`src/rtl/irq_controller.sv`:
```
// irq_controller: synchronized, edge-latched, fixed-priority interrupt delivery to a PicoRV32 irq/eoi port.
// Define IRQC_STATS_EN to add a saturating 16-bit delivery counter at register address 3.
module irq_controller #(
  parameter int NUM_SRC  = 8,
  parameter int IRQ_BASE = 3
) (
  input  logic               i_clk,
  input  logic               i_reset,
  input  logic [NUM_SRC-1:0] i_src_irq,
  input  logic               i_reg_wr,
  input  logic               i_reg_rd,
  input  logic [1:0]         i_reg_addr,
  input  logic [31:0]        i_reg_wdata,
  output logic [31:0]        o_reg_rdata,
  output logic [31:0]        o_cpu_irq,
  input  logic [31:0]        i_cpu_eoi
);
  typedef enum logic [1:0] {IDLE, ASSERT, SERVICE} state_t;
  state_t r_state, w_state_nx;
  logic [NUM_SRC-1:0] r_s1, r_s2, r_s3, r_en, r_pend;
  logic [NUM_SRC-1:0] w_rise, w_w1c, w_en_nx, w_keep, w_req, w_one, w_clr;
  logic [4:0] r_id, w_sel;
  logic [31:0] w_bit, w_status, w_cnt, w_rd_val;
  logic w_eoi, w_deliver, w_busy, w_unused;
  assign w_unused = ^i_reg_wdata;
  assign w_rise = r_s2 & ~r_s3;
  assign w_w1c = (i_reg_wr && i_reg_addr == 2'd1) ? i_reg_wdata[NUM_SRC-1:0] : '0;
  assign w_en_nx = (i_reg_wr && i_reg_addr == 2'd0) ? i_reg_wdata[NUM_SRC-1:0] : r_en;
  // pending as it will stand after this edge, ignoring the eoi clear; used to detect withdrawal
  assign w_keep = (r_pend & ~w_w1c) | w_rise;
  assign w_req = r_pend & r_en;
  assign w_one = NUM_SRC'(1) << r_id;
  assign w_bit = 32'd1 << (5'(IRQ_BASE) + r_id);
  assign w_eoi = |(i_cpu_eoi & w_bit);
  assign w_deliver = (r_state == ASSERT) && w_eoi;
  assign w_clr = w_deliver ? w_one : '0;
  assign w_busy = r_state != IDLE;
  assign w_status = {w_busy, 26'd0, w_busy ? r_id : 5'd0};
  assign o_cpu_irq = (r_state == ASSERT) ? w_bit : '0;
  assign w_rd_val = i_reg_addr == 2'd0 ? 32'(r_en) :
                    i_reg_addr == 2'd1 ? 32'(r_pend) :
                    i_reg_addr == 2'd2 ? w_status : w_cnt;
  always_comb begin
    w_sel = '0;
    for (int i = NUM_SRC - 1; i >= 0; i--)
      if (w_req[i]) w_sel = 5'(i);
  end
  always_comb begin
    w_state_nx = r_state;
    case (r_state)
      IDLE:    w_state_nx = |w_req ? ASSERT : IDLE;
      ASSERT:  w_state_nx = w_eoi ? SERVICE : (|(w_keep & w_en_nx & w_one) ? ASSERT : IDLE);
      SERVICE: w_state_nx = w_eoi ? SERVICE : IDLE;
      default: w_state_nx = IDLE;
    endcase
  end
  always_ff @(posedge i_clk or posedge i_reset)
    if (i_reset) r_state <= IDLE;
    else r_state <= w_state_nx;
  always_ff @(posedge i_clk or posedge i_reset) begin
    if (i_reset) begin
      r_s1 <= '0;
      r_s2 <= '0;
      r_s3 <= '0;
      r_en <= '0;
      r_pend <= '0;
      r_id <= '0;
      o_reg_rdata <= '0;
    end else begin
      r_s1 <= i_src_irq;
      r_s2 <= r_s1;
      r_s3 <= r_s2;
      r_en <= w_en_nx;
      r_pend <= (r_pend & ~w_w1c & ~w_clr) | w_rise;
      if (r_state == IDLE && |w_req) r_id <= w_sel;
      if (i_reg_rd) o_reg_rdata <= w_rd_val;
    end
  end
`ifdef IRQC_STATS_EN
  logic [15:0] r_cnt;
  always_ff @(posedge i_clk or posedge i_reset)
    if (i_reset) r_cnt <= '0;
    else if (i_reg_wr && i_reg_addr == 2'd3) r_cnt <= '0;
    else if (w_deliver && r_cnt != 16'hFFFF) r_cnt <= r_cnt + 16'd1;
  assign w_cnt = {16'd0, r_cnt};
`else
  assign w_cnt = '0;
`endif
endmodule

```
`config.mk`:
```
export PLATFORM = sky130hd
export DESIGN_NAME = irq_controller
export DESIGN_NICKNAME = d
export VERILOG_FILES = /design/src/rtl/irq_controller.sv
export SDC_FILE = /design/constraint.sdc
export NUM_CORES = 1
export LEC_CHECK = 0
export ABC_AREA = 1
export CAP_MARGIN = 5
export CORE_MARGIN = 2
export CORE_UTILIZATION = 41
export CTS_BUF_LIST = sky130_fd_sc_hd__clkbuf_4 sky130_fd_sc_hd__clkbuf_8 sky130_fd_sc_hd__clkbuf_16
export CTS_CLUSTER_SIZE = 16
export DETAILED_ROUTE_END_ITERATION = 10
export PLACE_DENSITY = 0.82
export RECOVER_POWER = 100
export SKIP_CTS_REPAIR_TIMING = 1
export SLEW_MARGIN = 10
export SYNTH_ARGS = -nofsm -noshare
export SYNTH_HDL_FRONTEND = slang
export SYNTH_SLANG_ARGS = --single-unit
```
`constraint.sdc`:
```
create_clock -name i_clk -period 1.71 [get_ports i_clk]
set_input_delay 0.171 -clock i_clk [delete_from_list [all_inputs] [get_ports i_clk]]
set_output_delay 0.171 -clock i_clk [all_outputs]
set_load 0.01 [all_outputs]
```
# Word level (Yosys, flattened, before mapping)
# Cells that the tools add are included.
[classes]
addsub = 1
n_eq_ne = 4
n_shift = 2
mux = 21
bitwise_logic = 12
reduce_logical = 10
[op_table]
columns = ["cell", "count"]
rows = [
  ["2-to-1 mux 32 bit", 4],
  ["AND 8 bit", 6],
  ["2-to-1 mux 5 bit", 8],
  ["AND 32 bit", 1],
  ["OR reduction 32 bit", 1],
  ["<< shifter 1 x 5 -> 32 bit, first input constant", 1],
  ["2-to-1 mux 8 bit", 3],
  ["inverter 8 bit", 3],
  ["bitwise OR 8 bit", 2],
  ["OR reduction 8 bit", 2],
  ["<< shifter 1 x 5 -> 8 bit, first input constant", 1],
  ["case mux 2 bit (3 select lines)", 1],
  ["adder 2 x 5 -> 5 bit, first input constant", 1],
  ["== test 2 x 1 -> 1 bit, second input constant", 2],
  ["== test 2 bit, second input constant", 2],
  ["logical AND 1 bit", 4],
  ["zero test 2 bit", 2],
  ["2-to-1 mux 2 bit", 2],
  ["2-to-1 mux 3 bit", 1],
  ["2-to-1 mux 1 bit", 2],
  ["nonzero test 2 bit", 1],
]
[word_totals]
regBits = 79
input_bits = 78
output_inout_bits = 64
word_cells = 58

# Logic depth before layout (Yosys ltp)
[logic_depth]
depth_word = 12
depth_mapped = 12
ltp_nobuf = 12

# Worst setup path after synthesis
# No wires, ideal clock.
[synth_path]
kind = "register to register"
from = "reg r_state[1]"
to = "reg r_pend[7]"
setup_time_ns = 0.135
t_arrival_ns = 1.124
required_time_ns = 1.575
path_slack_ns = 0.451
path_stages_with_launch = 5
n_path_buf = 1
synth_period_minus_slack_ns = 1.259
cell_sequence = "dfrtp_1 or2_2 clkbuf_8 nor2_1 a31oi_1"
[synth_between]
elab_chain_len = 6
[synth_rtl]
columns = ["item", "line", "rtl"]
rows = [
  ["from (decl)", "19", "state_t r_state, w_state_nx;"],
  ["from (signal assigned)", "59", "else r_state <= w_state_nx;"],
  ["== test 2 x 1 -> 1 bit", "35", "assign w_deliver = (r_state == ASSERT) && w_eoi;"],
  ["logical AND 1 bit", "35", ""],
  ["2-to-1 mux 8 bit", "36", "assign w_clr = w_deliver ? w_one : '0;"],
  ["inverter 8 bit", "74", "r_pend <= (r_pend & ~w_w1c & ~w_clr) | w_rise;"],
  ["AND 8 bit", "74", ""],
  ["bitwise OR 8 bit", "74", ""],
  ["to (signal assigned)", "74", ""],
  ["to (decl)", "20", "logic [NUM_SRC-1:0] r_s1, r_s2, r_s3, r_en, r_pend;"],
]
# Every way passes these cells.
# A chain may end at the register's enable or synchronous reset.

# Final worst setup path
[layout_path]
from = "reg r_id[0]"
to = "out o_cpu_irq[5]"
[layout_between]
elab_chain_len = 3
[layout_rtl]
columns = ["item", "line", "rtl"]
rows = [
  ["from (decl)", "22", "logic [4:0] r_id, w_sel;"],
  ["from (signal assigned)", "75", "if (r_state == IDLE && |w_req) r_id <= w_sel;"],
  ["adder 2 x 5 -> 5 bit", "33", "assign w_bit = 32'd1 << (5'(IRQ_BASE) + r_id);"],
  ["<< shifter 1 x 5 -> 32 bit", "33", ""],
  ["2-to-1 mux 32 bit", "39", "assign o_cpu_irq = (r_state == ASSERT) ? w_bit : '0;"],
  ["to (decl)", "15", "output logic [31:0] o_cpu_irq,"],
]
# Every way passes these cells.

==> impl_metrics.json <==
{
  "yosysSeqAreaShare": 0.469,
  "antenna_found_initial": 0,
  "grt_pass1_wl_um": 9760,
  "synthSimpleGateAreaFrac": 0.235,
  "synth_mux_area_frac": 0,
  "h-tree-depth": 2,
  "vias": 2311,
  "hp-class": "reg -> reg",
  "peakVddDrop_mv": 0.774,
  "synth_edf_count": 0,
  "clock-sinks": 54,
  "num-nets-final": 510,
  "synth.most_common_cell": "nand2_1",
  "core_um2": 6790,
  "grt_use_total": 0.165,
  "dpl_cell_area_um2": 3460,
  "async_flop_share": 1.00,
  "p_per_area_nw_per_um2": 1110,
  "required_ns": 1.54,
  "multi_input_area_um2": 1080,
  "ys_top_cells_by_count": "nand2_1 (83), inv_1 (59), dfrtp_1 (54)",
  "final_antenna_net_count": 0,
  "via_per_inst": 4.37,
  "grt_max_degree": 55,
  "max_stage_delay_ns": 0.56,
  "synth_top_area_share": 0.469,
  "dieWidth_um": 87.8,
  "final_core_util": 0.526,
  "holdWs_ns": 0.358,
  "antennaDiodeCount": 0,
  "grt-busiest-layer": "met2",
  "finalMaxSlewViolations": 0,
  "cp-end-kind": "primary output",
  "outcome": "finished, violations left",
  "gp_congestion": 0.913,
  "grtUsageMet2": 0.278,
  "cts_tree": "done",
  "fill_cells": 643,
  "min_period_ns": 1.95,
  "stdcell_area_um2": 3580,
  "yosys_warnings": 0,
  "post-route-period-util": 1.14,
  "max_freq_mhz": 514,
  "critPathLaunch": "r_id[0]",
  "violations": "setup timing",
  "boundaryPins": 142,
  "grt_overflow": 0,
  "synth_top_area_cell": "dfrtp_1",
  "synthTopCellsByArea": "dfrtp_1 (47%), buf_4 (12%), nand2_1 (11%), inv_1 (7.7%), nor2_1 (4.6%)",
  "arrival_ns": 1.78,
  "synthesis.area_um2": 2880,
  "skew_ns": 0.00959,
  "power.total_mw": 3.97,
  "synth_xor_area_frac": 0,
  "core.rowCount": 30,
  "synth-seq-cells": 54,
  "grt_pass1_vias": 2117,
  "seq_area_um2": 1350,
  "drt-wirelength-per-cell_um": 11.4,
  "crit_type": "reg -> out",
  "gr-usage-met1": 0.212,
  "startpoint_type": "register",
  "insertion_delay_ns": 0.32,
  "root_buffer": "clkbuf_8",
  "die_h_um": 87.8,
  "hold_path_startpoint": "r_s1[1]",
  "synth_top_family_by_area": "simple AND/OR/NAND/NOR gates",
  "hpwl_um": 4820,
  "start_util": 0.424,
  "grt_setup_unrepaired": "true",
  "setup_violations": 2,
  "drive_above_1_share": 0.139,
  "synth_compound_gate_area_share": 0.0738,
  "dieArea_um2": 7710,
  "hold_violations": 0,
  "cp_num_buf_inv": 2,
  "cp_max_fo": 5,
  "slowest_stage": "clkdlybuf4s50_1",
  "crit_family": "buffers and inverters",
  "wirelength_um": 6040,
  "synth_fa_ha_area_frac": 0,
  "drt_iter0_drc": 65,
  "crit_path_cell_trace": "inv_1, nand3_1, nor2_2, clkdlybuf4s50_1",
  "area_growth_syn_to_layout_pct": 24.2,
  "syn_avg_cell_area_um2": 8.07,
  "synth_cell_types": 28,
  "route.detailed.drc": 0,
  "port_buffers": 46,
  "synth_flop_cell": "dfrtp_1",
  "fin_ws_ns": -0.237,
  "cts_buffers": 5,
  "maxSlewHeadroom": 0.140,
  "worst_pin_slew_ns": 1.29,
  "clk_pin_slew_worst_paths_ns": 0.10,
  "synth_cells": 357,
  "clockBufferDepth": 2,
  "worstReg2RegStart": "r_id[1]",
  "use_met3": 0.0339,
  "p_leak_nw": 1.97,
  "drtPass1Iterations": 4,
  "cap_violations": 0
}
## final timing paths
check                               end  slack, ns  cells past startpoint
setup / recovery           o_cpu_irq[5]      -0.24                      4
hold / removal                  r_s2[1]       0.36                      0
setup reg to reg             r_state[0]       0.14                      9
hold reg to reg                 r_s2[1]       0.36                      0
max in group asynchronous       r_id[1]       0.14                      3
min in group asynchronous       r_s1[4]       0.71                      3
## placed cells by master (no fill, tap or decap), types with 2 or more instances in the layout
cell type / count
inv_2: 2
clkdlybuf4s50_1: 24
clkbuf_8: 5
buf_4: 23
nor2_2: 12
dfrtp_1: 52
nand3_1: 14
nand2_1: 84
conb_1: 47
dlygate4sd3_1: 16
o22ai_1: 2
o211ai_1: 3
nand3b_1: 7
a21oi_1: 4
inv_1: 58
dfrtp_2: 2
o21ai_0: 7
clkbuf_4: 2
nor2_1: 28
nand3_2: 2
dlymetal6s2s_1: 6
a31oi_1: 14
nand2_2: 3
## kinds of logic after synthesis
logic type,count (synthesis)
AOI/OAI and AO/OA,35
buffers and inverters,114
DFF,54
other,1
and+or+nand+nor,153
## sequential cells by signal, summed over array words and instances (netlist names)
name and count:
r_state 2, r_id 3, r_s3 8, r_s1 8, r_en 8, r_s2 8, o_reg_rdata 9, r_pend 8
## per-stage QoR
step,TNS (ns),cells,setup slack [ns]
6_report,-0.471,529,-0.237
3_3_place_gp,-0.121,520,-0.121
2_1_floorplan,0,403,0.224
4_1_cts,-2.70,528,-0.404
3_5_place_dp,-0.186,520,-0.162
5_1_grt,-3.22,529,-0.342
## power by group
group          total (mW)  switching (mW)  internal [mW]
sequential           1.66           0.173           1.48
combinational        1.56           0.907          0.650
clock               0.760           0.452          0.307
total                3.97            1.53           2.44
## final cells by class
class | count | share of cell area
Tap cell | 96 | 0.0336
Timing Repair Buffer | 74 | 0.193
Clock buffer | 5 | 0.0192
Multi-Input combinational cell | 235 | 0.301
Sequential cell | 54 | 0.379
Inverter | 62 | 0.0658
Clock inverter | 3 | 0.00805
## routing by layer
layer  vias to the layer above  wire length (µm)
li1                       1156                 -
met2                        86              2950
met3                        11               341
met4                         0               118
met1                      1058              2630
met5                         -                 0
(Power assumes the default switching activity.)
